File: config.mk
export PLATFORM = sky130hd
export DESIGN_NAME = scytale_decryption
export DESIGN_NICKNAME = d
export VERILOG_FILES = /design/src/rtl/scytale_decryption_pkg.sv /design/src/rtl/scytale_decryption.sv
export SDC_FILE = /design/constraint.sdc
export NUM_CORES = 1
export LEC_CHECK = 0
export CORE_ASPECT_RATIO = 0.8
export CORE_MARGIN = 2
export CORE_UTILIZATION = 57
export DETAILED_ROUTE_END_ITERATION = 10
export GPL_TIMING_DRIVEN = 0
export MAX_ROUTING_LAYER = met4
export PLACE_DENSITY = 0.77
export SLEW_MARGIN = 30
export SYNTH_ARGS = -nofsm -noshare
export SYNTH_HDL_FRONTEND = slang
export SYNTH_SLANG_ARGS = --single-unit
File: constraint.sdc
create_clock -name clk -period 5 [get_ports clk]
set_input_delay 1 -clock clk [delete_from_list [all_inputs] [get_ports clk]]
set_output_delay 1 -clock clk [all_outputs]
set_load 0.01 [all_outputs]
File: src/rtl/scytale_decryption_pkg.sv
// rtl/scytale_decryption_pkg.sv - shared constants and FSM states for the decryption stages
package scytale_decryption_pkg;

    localparam int D_WIDTH       = 8;
    localparam int KEY_WIDTH     = 16;
    localparam int MAX_NOF_CHARS = 50;
    localparam logic [7:0] START_DECRYPTION_TOKEN = 8'hFA;

    typedef enum logic {
        ST_IDLE    = 1'b0,
        ST_DECRYPT = 1'b1
    } dec_state_t;

endpackage

File: src/rtl/scytale_decryption.sv
// rtl/scytale_decryption.sv - scytale (columnar) decryption stage
module scytale_decryption #(
    parameter int D_WIDTH       = scytale_decryption_pkg::D_WIDTH,
    parameter int KEY_WIDTH     = scytale_decryption_pkg::KEY_WIDTH,
    parameter int MAX_NOF_CHARS = scytale_decryption_pkg::MAX_NOF_CHARS,
    parameter logic [D_WIDTH-1:0] START_DECRYPTION_TOKEN = scytale_decryption_pkg::START_DECRYPTION_TOKEN
) (
    input  logic                 clk,
    input  logic                 rst_n,
    input  logic [D_WIDTH-1:0]   data_i,
    input  logic                 valid_i,
    input  logic [KEY_WIDTH-1:0] scytale_key,
    output logic                 busy,
    output logic [D_WIDTH-1:0]   data_o,
    output logic                 valid_o,
    output logic                 error
);
    import scytale_decryption_pkg::*;

    localparam int CNT_W = $clog2(MAX_NOF_CHARS);
    localparam int HW    = KEY_WIDTH / 2;
    localparam int IDX_W = CNT_W + HW;
    localparam logic [CNT_W-1:0] CNT_MAX = CNT_W'(MAX_NOF_CHARS);
    localparam logic [IDX_W-1:0] IDX_MAX = IDX_W'(MAX_NOF_CHARS);

    dec_state_t state, state_nxt;

    logic [D_WIDTH-1:0] mem_q [MAX_NOF_CHARS];
    logic [CNT_W-1:0]   cnt, c, r;
    logic [HW-1:0]      key_n, key_m;
    logic               draining;

    logic [HW-1:0]      sk_n, sk_m;
    logic [2*HW-1:0]    key_prod;
    logic               key_bad;
    logic               tok_hit, chr_hit;
    logic [IDX_W-1:0]   idx_full;
    logic [D_WIDTH-1:0] rd_data;
    logic               c_last, r_last;

    assign sk_n     = scytale_key[KEY_WIDTH-1:HW];
    assign sk_m     = scytale_key[HW-1:0];
    assign key_prod = {{HW{1'b0}}, sk_n} * {{HW{1'b0}}, sk_m};
    assign key_bad  = (sk_n == '0) || (sk_m == '0) ||
                      (key_prod != {{(2*HW-CNT_W){1'b0}}, cnt});

    assign tok_hit = (state == ST_IDLE) && valid_i && (data_i == START_DECRYPTION_TOKEN);
    assign chr_hit = (state == ST_IDLE) && valid_i && (data_i != START_DECRYPTION_TOKEN);

    // Read index c*M + r at full width; guarded so a bad index can never address past the buffer
    assign idx_full = {{HW{1'b0}}, c} * {{CNT_W{1'b0}}, key_m} + {{HW{1'b0}}, r};
    assign rd_data  = (idx_full < IDX_MAX) ? mem_q[idx_full[CNT_W-1:0]] : '0;
    assign c_last   = ({{HW{1'b0}}, c} + IDX_W'(1)) == {{CNT_W{1'b0}}, key_n};
    assign r_last   = ({{HW{1'b0}}, r} + IDX_W'(1)) == {{CNT_W{1'b0}}, key_m};

    assign busy = (state == ST_DECRYPT);

    always_ff @(posedge clk or negedge rst_n) begin
        if (!rst_n) state <= ST_IDLE;
        else        state <= state_nxt;
    end

    always_comb begin
        state_nxt = state;
        case (state)
            ST_IDLE:    if (tok_hit) state_nxt = ST_DECRYPT;
            ST_DECRYPT: if (error || draining) state_nxt = ST_IDLE;
        endcase
    end

    always_ff @(posedge clk) begin
        if (chr_hit && (cnt < CNT_MAX)) mem_q[cnt] <= data_i;
    end

    always_ff @(posedge clk or negedge rst_n) begin
        if (!rst_n) begin
            cnt      <= '0;
            c        <= '0;
            r        <= '0;
            key_n    <= '0;
            key_m    <= '0;
            draining <= 1'b0;
            valid_o  <= 1'b0;
            data_o   <= '0;
            error    <= 1'b0;
        end else if (state == ST_IDLE) begin
            valid_o  <= 1'b0;
            data_o   <= '0;
            error    <= 1'b0;
            draining <= 1'b0;
            if (tok_hit) begin
                key_n <= sk_n;
                key_m <= sk_m;
                error <= key_bad;
            end else if (chr_hit && (cnt < CNT_MAX)) begin
                cnt <= cnt + CNT_W'(1);
            end
        end else if (error || draining) begin
            // Error pulse or final character already shown: close the message
            error    <= 1'b0;
            draining <= 1'b0;
            valid_o  <= 1'b0;
            data_o   <= '0;
            cnt      <= '0;
            c        <= '0;
            r        <= '0;
        end else begin
            valid_o <= 1'b1;
            data_o  <= rd_data;
            if (c_last) begin
                c <= '0;
                r <= r + CNT_W'(1);
                if (r_last) draining <= 1'b1;
            end else begin
                c <= c + CNT_W'(1);
            end
        end
    end

endmodule

Word-level counts from Yosys, hierarchy flattened

Memory sizes are Yosys's and may differ from the RTL's.
Cells that the tools add are included.

Equal/unequal tests: 9
Divide/modulo/power cells: 0
Order comparisons: 2
Add/sub/neg operators: 6
Reduce and logical (&&, ||, !) cells: 15
Mux-type cells: 24
Bitwise gates (word level): 1
Multipliers: 2
Shift operators: 0

Operators with widths:

| operator                                                     | count |
|---|---|
| two-way mux 6 bit                                            | 8 |
| two-way mux 8 bit                                            | 3 |
| adder 6 x 1 -> 6 bit (second input constant)                 | 3 |
| == test 7 x 8 -> 1 bit                                       | 2 |
| logical NOT 8 bit                                            | 2 |
| multiplier 8 x 8 -> 16 bit                                   | 1 |
| inequality test 16 x 6 -> 1 bit                              | 1 |
| adder 14 x 6 -> 14 bit                                       | 1 |
| adder 6 x 1 -> 7 bit (second input constant)                 | 2 |
| less-than comparator 14 x 6 -> 1 bit (second input constant) | 1 |
| multiplier 6 x 8 -> 14 bit                                   | 1 |
| two-way mux 1 bit                                            | 12 |
| == test 8 bit (second input constant)                        | 1 |
| inequality test 8 bit (second input constant)                | 1 |
| less-than comparator 6 bit (second input constant)           | 1 |
| inequality test 3 x 1 -> 1 bit (second input constant)       | 2 |
| AND reduction 2 bit                                          | 3 |
| logical AND 1 bit                                            | 4 |
| nonzero test 2 bit                                           | 2 |
| logical OR 1 bit                                             | 3 |
| AND reduction 3 bit                                          | 1 |
| inequality test 2 x 1 -> 1 bit (second input constant)       | 1 |
| inequality test 2 bit (second input constant)                | 1 |
| case mux 1 bit (2 select lines)                              | 1 |
| NOT 1 bit                                                    | 1 |

Memories: 1
RAM bits: 400
Bits of input ports: 27
Output and inout bits: 11
Register bits after elaboration: 46
ROM bits: 0
Latch bits: 0

Memories:

| name  | depth | bits a word | read ports | clocked after Yosys merged registers in | write ports | RTL line                 | text |
|---|---|---|---|---|---|---|---|
| mem_q | 50    | 8           | 1          | 0                                       | 1           | scytale_decryption.sv:28 | `logic [D_WIDTH-1:0] mem_q [MAX_NOF_CHARS];` |

Depth between registers and ports, before layout

Gate-level depths: netlist of the first run.

Depth after elaboration: 7
Gate-level depth with buffers: 18
Depth with buffers taken out: 16

Least setup slack after synthesis of the first run

OpenSTA, ideal clock, no wires.

Kind: input-to-reg
From: input scytale_key[7]
To: register error
Path buffers: 1
Setup time: 0.124 ns
Data required time: 4.876 ns
Setup slack: -0.158 ns
Data arrival time: 5.035 ns
Cell stages on the path: 15
Cells stage by stage: clkbuf_1 > nand2_1 > fa_1 > fa_1 > fa_1 > fa_1 > inv_1 > ha_1 > nand2_1 > o32ai_1 > o21ai_0 > a21boi_0 > a31oi_1 > xnor2_1 > o31a_1

Word-level cells in the longest chain between the ends: 5
Elaborated cells on any way between the ends: 7
Classes of those cells: 1 x mul; 1 x eq/ne; 2 x mux; 3 x reduce/logical

Ends and longest elaborated chain:

| what                                                                       | RTL line                                           | text |
|---|---|---|
| from (decl)                                                                | scytale_decryption.sv:12                           | `input logic [KEY_WIDTH-1:0] scytale_key,` |
| multiplier 8 x 8 -> 16 bit / logical NOT 8 bit (equally long branches)     | scytale_decryption.sv:43, scytale_decryption.sv:44 |  |
| inequality test 16 x 6 -> 1 bit / logical OR 1 bit (equally long branches) | scytale_decryption.sv:45, scytale_decryption.sv:44 |  |
| logical OR 1 bit (*)                                                       | scytale_decryption.sv:44                           | `assign key_bad = (sk_n == '0) \|\| (sk_m == '0) \|\|` |
| two-way mux 1 bit (*)                                                      | scytale_decryption.sv:91                           | `if (tok_hit) begin` |
| two-way mux 1 bit (*)                                                      | scytale_decryption.sv:86                           | `end else if (state == ST_IDLE) begin` |
| to (signal assigned)                                                       | scytale_decryption.sv:94                           | `error <= key_bad;` |
| to (decl)                                                                  | scytale_decryption.sv:16                           | `output logic error` |

Every way passes the cells marked *; elsewhere a longest branch is shown, timed or not.
A chain may end at the register's enable or synchronous reset.

Final worst setup path of the first run

From: register c[2]
To: register data_o[1]

Word-level cells in the longest chain between the ends: 6
Elaborated cells on any way between the ends: 7
Classes of those cells: 1 x add/sub; 1 x mul; 1 x order compare; 3 x mux; 1 x memory

Ends and longest elaborated chain:

| what                                                                                    | RTL line                  | text |
|---|---|---|
| from (decl)                                                                             | scytale_decryption.sv:29  | `logic [CNT_W-1:0] cnt, c, r;` |
| from (signal assigned)                                                                  | scytale_decryption.sv:115 | `c <= c + CNT_W'(1);` |
| multiplier 6 x 8 -> 14 bit (*)                                                          | scytale_decryption.sv:51  | `assign idx_full = {{HW{1'b0}}, c} * {{CNT_W{1'b0}}, key_m} + {{HW{1'b0}}, r};` |
| adder 14 x 6 -> 14 bit (*)                                                              | scytale_decryption.sv:51  |  |
| less-than comparator 14 x 6 -> 1 bit / memory read (50 x 8 bit) (equally long branches) | n/a                       |  |
| two-way mux 8 bit (*)                                                                   | scytale_decryption.sv:52  | `assign rd_data = (idx_full < IDX_MAX) ? mem_q[idx_full[CNT_W-1:0]] : '0;` |
| two-way mux 8 bit (*)                                                                   | scytale_decryption.sv:98  | `end else if (error \|\| draining) begin` |
| two-way mux 8 bit (*)                                                                   | scytale_decryption.sv:86  |  |
| to (signal assigned)                                                                    | scytale_decryption.sv:109 | `data_o <= rd_data;` |
| to (decl)                                                                               | scytale_decryption.sv:14  | `output logic [D_WIDTH-1:0] data_o,` |

Marked as above.

==> results.sh, run 1 <==
export IMPL_antenna_found_initial=0
export IMPL_yosys_top_cells_area="edfxtp_1 55%, mux4_2 11%, fa_1 5.9%, dfrtp_1 5.3%, ha_1 4.2%"
export IMPL_finalNonFillerCells=1996
export IMPL_cp_data_arrival_time_ns=5.42
export IMPL_cap_violations=0
export IMPL_period_minus_slack_ns=5.00
export IMPL_grt_max_degree=52
export IMPL_yosys_register_bits=446
export IMPL_clk_path_buf_depth=3
export IMPL_antenna_left=0
export IMPL_synth_area_leader_cell="edfxtp_1"
export IMPL_rsz0062_at_grt="yes"
export IMPL_nNetsFinal=1633
export IMPL_placed_cell_area_sq_um=22800
export IMPL_place_ws_ns=-0.982
export IMPL_num_rows=64
export IMPL_finClkSkew_ns=0.0443
export IMPL_wl_per_cell_um=26.2
export IMPL_grt_overflow_total=0
export IMPL_dr_pass1_iters=5
export IMPL_port_buffers=25
export IMPL_async_flop_share=0.103
export IMPL_end_kind="flip-flop"
export IMPL_dieArea_sq_um=39800
export IMPL_ys_seq_area_frac=0.604
export IMPL_via_per_inst=6.31
export IMPL_clk_pin_slew_ns=0.06
export IMPL_synth_commonest_cells="400 x edfxtp_1, 104 x mux4_2, 82 x inv_1, 79 x nand2_1, 78 x nor2_1"
export IMPL_final_setup_worst_slack_ns=0.00318
export IMPL_ctsRootBufferMaster="clkbuf_16"
export IMPL_synth_edf_count=400
export IMPL_grt_pass1_vias=12789
export IMPL_worst_ep_required_time_ns=5.43
export IMPL_synth_flop_cell="edfxtp_1"
export IMPL_hold_viol_final=0
export IMPL_slew_viol_final=0
export IMPL_slew_limit_headroom=0.316
export IMPL_drive_gt1_frac=0.206
export IMPL_synth_most_common_cell="edfxtp_1"
export IMPL_tightest_slew_ns=1.02
export IMPL_synth_avg_cell_area_sq_um=15.8
export IMPL_fmax_mhz=200
export IMPL_syn_num_nets=1542
export IMPL_synth_top_area_share=0.551
export IMPL_dp_hpwl_um=34000
export IMPL_start_util=0.574
export IMPL_place_inst=1905
export IMPL_outcome="complete, no violations"
export IMPL_clock_latency_ns=0.58
export IMPL_die_x_um=223
export IMPL_die_h_um=179
export IMPL_vias=12586
export IMPL_num_antenna_cells=0
export IMPL_cts_tree="done"
export IMPL_worstSetupStartpointType="flip-flop"
export IMPL_cts_buffers=42
export IMPL_core_area_sq_um=38000
export IMPL_drt_total_wl_um=52300
export IMPL_setup_viol=0
export IMPL_p_total_mw=11.8
export IMPL_critPathKind="flip-flop to flip-flop"
export IMPL_area_growth_pct=13.6
export IMPL_num_io_pins=38
export IMPL_fin_tns_setup_ns=0
export IMPL_globalRouteTotalUtil=0.279
export IMPL_leakage_nw=8.93
export IMPL_drt_initial_drc_count=1363
export IMPL_peakVddDrop_mv=0.369
export IMPL_synthDistinctLibCells=73
export IMPL_worstPathMaxFanout=7
export IMPL_drc_errors=0
export IMPL_synthCells=1378
export IMPL_p_per_area_nw_per_um2=476
export IMPL_final_cell_area_sq_um=24800
export IMPL_yosysWarnings=0
export IMPL_clock_sinks=446
export IMPL_syn_cell_area_sq_um=21800
export IMPL_grt_pass1_wl_um=79700
export IMPL_htreeDepth=2
export IMPL_post_route_period_util=0.999
export IMPL_hp_class="input port to async pin"
export IMPL_globalplace_congestion=0.918
## stage by stage
stage | utilization | hold WS, ns
floorplan | - | 0.474
global placement | 0.597 | 0.498
detailed placement | 0.601 | 0.504
CTS | 0.646 | 0.450
global route | 0.652 | 0.477
finish | 0.652 | 0.433
## worst max-delay path, cell delays in order (launching register included)
cell and delay [ns]:
dfrtp_2 0.45, and2_4 0.18, fa_1 0.54, inv_2 0.04
fa_1 0.51, fa_1 0.53, inv_1 0.05, fa_1 0.53
ha_4 0.23, o21ai_2 0.14, nand2b_1 0.08, and4_1 0.20
or3_1 0.32, a221oi_2 0.35, nand4_4 0.14, buf_12 0.17
nor4_4 0.41
## routing by layer
layer	GRT usage	vias to the layer above	wire, um
met5	-	-	0
met4	0.115	0	2240
met3	0.0500	141	4160
met2	0.434	642	25300
met1	0.372	6400	20500
li1	-	5403	-
## layout by cell type (no fill, tap or decap), types with 7 or more instances in the layout
master / n
nor4_4: 8
fa_1: 64
a21o_1: 10
a211oi_1: 10
buf_2: 19
mux2i_1: 33
xor2_1: 16
nand3b_1: 9
a221oi_1: 12
nand2_1: 79
mux4_2: 104
mux2_2: 17
edfxtp_1: 400
dfrtp_1: 38
buf_6: 7
ha_1: 68
xnor2_1: 20
clkdlybuf4s50_1: 14
o21ai_1: 10
nor2_1: 75
clkbuf_1: 29
inv_1: 81
buf_12: 7
a21oi_1: 22
nand2b_1: 7
buf_4: 23
clkbuf_2: 9
clkinv_1: 10
o21ai_0: 26
dfrtp_2: 8
clkbuf_16: 43
nand3_1: 11
and2_1: 63
## timing repair
action / 4_1_cts / 5_1_grt
pin swaps: 15 / 19
hold buffers: 0 / 0
gates resized for setup: 48 / 34
buffers inserted: 5 / 19
endpoints found under the setup margin: 9 / 9
## path summary, 6_finish.rpt
path,from,end,slack [ns],depth (start not counted)
max,c[2],data_o[1],0.003,16
min,rst_n,data_o[2],0.43,1
max reg2reg,c[2],data_o[1],0.003,16
min reg2reg,key_n[7],key_n[7],0.52,1
max in group asynchronous,rst_n,c[4],4.08,1
min in group clk,key_n[7],key_n[7],0.52,1
## layout make-up
class                      instances  area, sq um
tap                              495          619
fill                            2569        13200
clock inverter                    24          282
timing repair buffer              56          594
multi-input combinational        780         8250
buffer                            61          384
clock buffer                      52         1140
sequential                       446        13200
inverter                          82          308
## where the power goes
part / leakage [nW] / switching [mW] / internal [mW] / total, mW
Clock: 0.687 / 1.41 / 1.89 / 3.30
Sequential: 4.21 / 0.0744 / 4.19 / 4.27
Combinational: 4.03 / 2.38 / 1.84 / 4.22
## logic make-up after synthesis
logic type,Yosys count,share of synthesized area
muxes,156,0.133
xor gates and xnor gates,39,0.0160
and+or+nand+nor,305,0.0709
DFF,446,0.604
buffers and inverters,152,0.0312
adders and majority gates,137,0.101
AOI/OAI and AO/OA,143,0.0438
## registers in the layout (all words and copies together) (netlist names)
register	cells
mem_q	400
data_o	8
key_m	8
key_n	8
c	6
cnt	6
r	6
busy	1
draining	1
error	1
valid_o	1
No activity file was read; power rests on OpenSTA's default activity.
==> run 2: changes to the inputs <==
==> constraint.sdc (replaced) <==
create_clock -name clk -period 4 [get_ports clk]
set_input_delay 0.8 -clock clk [delete_from_list [all_inputs] [get_ports clk]]
set_output_delay 0.8 -clock clk [all_outputs]
set_load 0.01 [all_outputs]
==> run 2 against run 1 <==
The run now ends with setup timing left. Global-route usage decreased by 0.97 points. Maximum frequency increased by 7.6%. Final area increased by 1.8%. Critical path type unchanged.
==> results.sh, run 2 (synthesis gave the netlist of run 1 again) <==
export IMPL_via_per_inst=6.37
export IMPL_clock_latency_ns=0.56
export IMPL_start_util=0.574
export IMPL_worstSetupStartpointType="flip-flop"
export IMPL_regMostFlops="mem_q"
export IMPL_drive_gt1_frac=0.250
export IMPL_leakage_nw=9.02
export IMPL_clk_path_buf_depth=3
export IMPL_placed_cell_area_sq_um=23100
export IMPL_drt_initial_drc_count=1386
export IMPL_worst_ep_required_time_ns=4.45
export IMPL_cp_data_arrival_time_ns=5.10
export IMPL_grt_pass1_wl_um=77200
export IMPL_cts_tree="done"
export IMPL_num_rows=64
export IMPL_area_growth_pct=15.6
export IMPL_max_stage_delay_ns=0.48
export IMPL_final_fill_count=2531
export IMPL_setup_viol=9
export IMPL_port_buffers=25
export IMPL_grt_overflow_total=0
export IMPL_crit_top_cell="fa_1"
export IMPL_post_route_period_util=1.16
export IMPL_tightest_slew_ns=0.973
export IMPL_final_cell_area_sq_um=25200
export IMPL_crit_chain="buf_4 > buf_4 > nand2_1 > fa_1 > inv_1 > fa_1 > fa_1 > ha_1 > ha_1 > inv_1 > nor3_1 > a211o_1 > or3_4 > a221oi_4 > nand4_4 > buf_12 > buf_12 > nor4_4"
export IMPL_place_ws_ns=-1.55
export IMPL_grt_max_degree=52
export IMPL_drt_total_wl_um=51100
export IMPL_dp_hpwl_um=33100
export IMPL_regArea_sq_um=13200
export IMPL_vias=12784
export IMPL_slew_limit_headroom=0.352
export IMPL_critPathKind="flip-flop to flip-flop"
export IMPL_globalplace_congestion=0.900
export IMPL_dr_pass1_iters=5
export IMPL_fmax_mhz=215
export IMPL_clk_pin_slew_ns=0.06
export IMPL_end_kind="flip-flop"
export IMPL_wl_per_cell_um=25.5
export IMPL_outcome="complete, but fails checks"
export IMPL_hold_viol_final=0
export IMPL_num_io_pins=38
export IMPL_worstPathMaxFanout=7
export IMPL_finClkSkew_ns=0.0226
export IMPL_peakVddDrop_mv=0.364
export IMPL_cts_buffers=43
export IMPL_core_area_sq_um=38000
export IMPL_nNetsFinal=1644
export IMPL_htreeDepth=2
export IMPL_drc_errors=0
export IMPL_ctsHoldBuffers=0
export IMPL_finish_utilization=0.664
export IMPL_timing_hold_ws_ns=0.271
export IMPL_period_minus_slack_ns=4.65
export IMPL_globalRouteTotalUtil=0.270
export IMPL_rsz0062_at_grt="yes"
export IMPL_p_total_mw=14.6
export IMPL_dieArea_sq_um=39800
export IMPL_critical_path_slowest_cell="dfrtp_2"
export IMPL_hp_class="input port to async pin"
export IMPL_die_x_um=223
export IMPL_ctsRootBufferMaster="clkbuf_16"
export IMPL_largest_reg_flops=400
export IMPL_antenna_left=0
export IMPL_multi_input_area_sq_um=8540
export IMPL_mostFrequentLayoutCells="400 x edfxtp_1, 105 x mux4_2, 75 x inv_1"
export IMPL_die_h_um=179
export IMPL_cap_violations=0
export IMPL_final_setup_worst_slack_ns=-0.646
export IMPL_final_common_cell="edfxtp_1"
export IMPL_grt_pass1_vias=12807
export IMPL_violations="setup timing"
export IMPL_antenna_found_initial=2
export IMPL_slew_viol_final=0
export IMPL_clock_sinks=446
export IMPL_p_per_area_nw_per_um2=581
## run 2: changes by cell type in the layout (fill, tap and decap cells not counted), moves of 4 or more
cell / before / now
buf_4: 23 / 34
inv_1: 81 / 75
clkbuf_4: 5 / 1
clkbuf_16: 43 / 48
nand2_2: 0 / 7
bufinv_16: 5 / 1
nand2_1: 79 / 69
clkinv_1: 10 / 4
fa_1: 64 / 60
ha_4: 4 / 13
fa_2: 0 / 4
ha_1: 68 / 56
clkbuf_8: 4 / 12
inv_2: 1 / 6
## run 2: worst paths after layout
path                           from        end  slack, ns  cells past startpoint
setup / recovery           key_m[4]  data_o[2]      -0.65                     18
min in group clk           key_n[6]   key_n[6]       0.53                      1
max in group asynchronous     rst_n       c[4]       3.26                      1
hold reg to reg            key_n[6]   key_n[6]       0.53                      1
hold / removal                rst_n   key_n[0]       0.27                      1
setup reg to reg           key_m[4]  data_o[2]      -0.65                     18
## run 2: routing by layer
metal / track usage / wire, um
met3: 0.0559 / 4700
met2: 0.413 / 24100
met5: - / 0
met1: 0.374 / 21200
met4: 0.0733 / 1170
## run 2: layout make-up
cell class | instances | area share
diodes | 2 | 0.000199
plain buffers | 59 | 0.0210
clock buffers | 61 | 0.0478
clock inverters | 13 | 0.00427
inverters | 82 | 0.0124
multi-input cells | 780 | 0.339
flip-flops and latches | 446 | 0.523
well taps | 495 | 0.0246
repair buffers | 68 | 0.0277
## run 2: what timing repair did
action                     in CTS  in global routing
gates resized for setup        82                 39
setup endpoints to repair       9                  9
setup buffers                  19                 18
pin swaps                      30                 30
## run 2: critical path, delay by kind of cell (launching register included)
family          cells  cell delay [ns]
compound gates      2             0.64
fa+ha+maj           5             1.76
buf+inv             6             0.85
simple gates        5             0.81
flops               1             0.48
## run 2: stage by stage
step	setup TNS (ns)	instances
final	-5.16	2006
after global routing	-6.62	2006
after CTS	-4.81	1989
after detailed placement	-11.37	1905
after global placement	-402.67	1898
after floorplan	-3.82	1378
## run 2: report_power, final
part	internal, mW	switching [mW]	total (mW)
registers	5.24	0.0995	5.34
logic	2.45	3.02	5.47
clock network	2.16	1.66	3.82
total	9.86	4.78	14.6
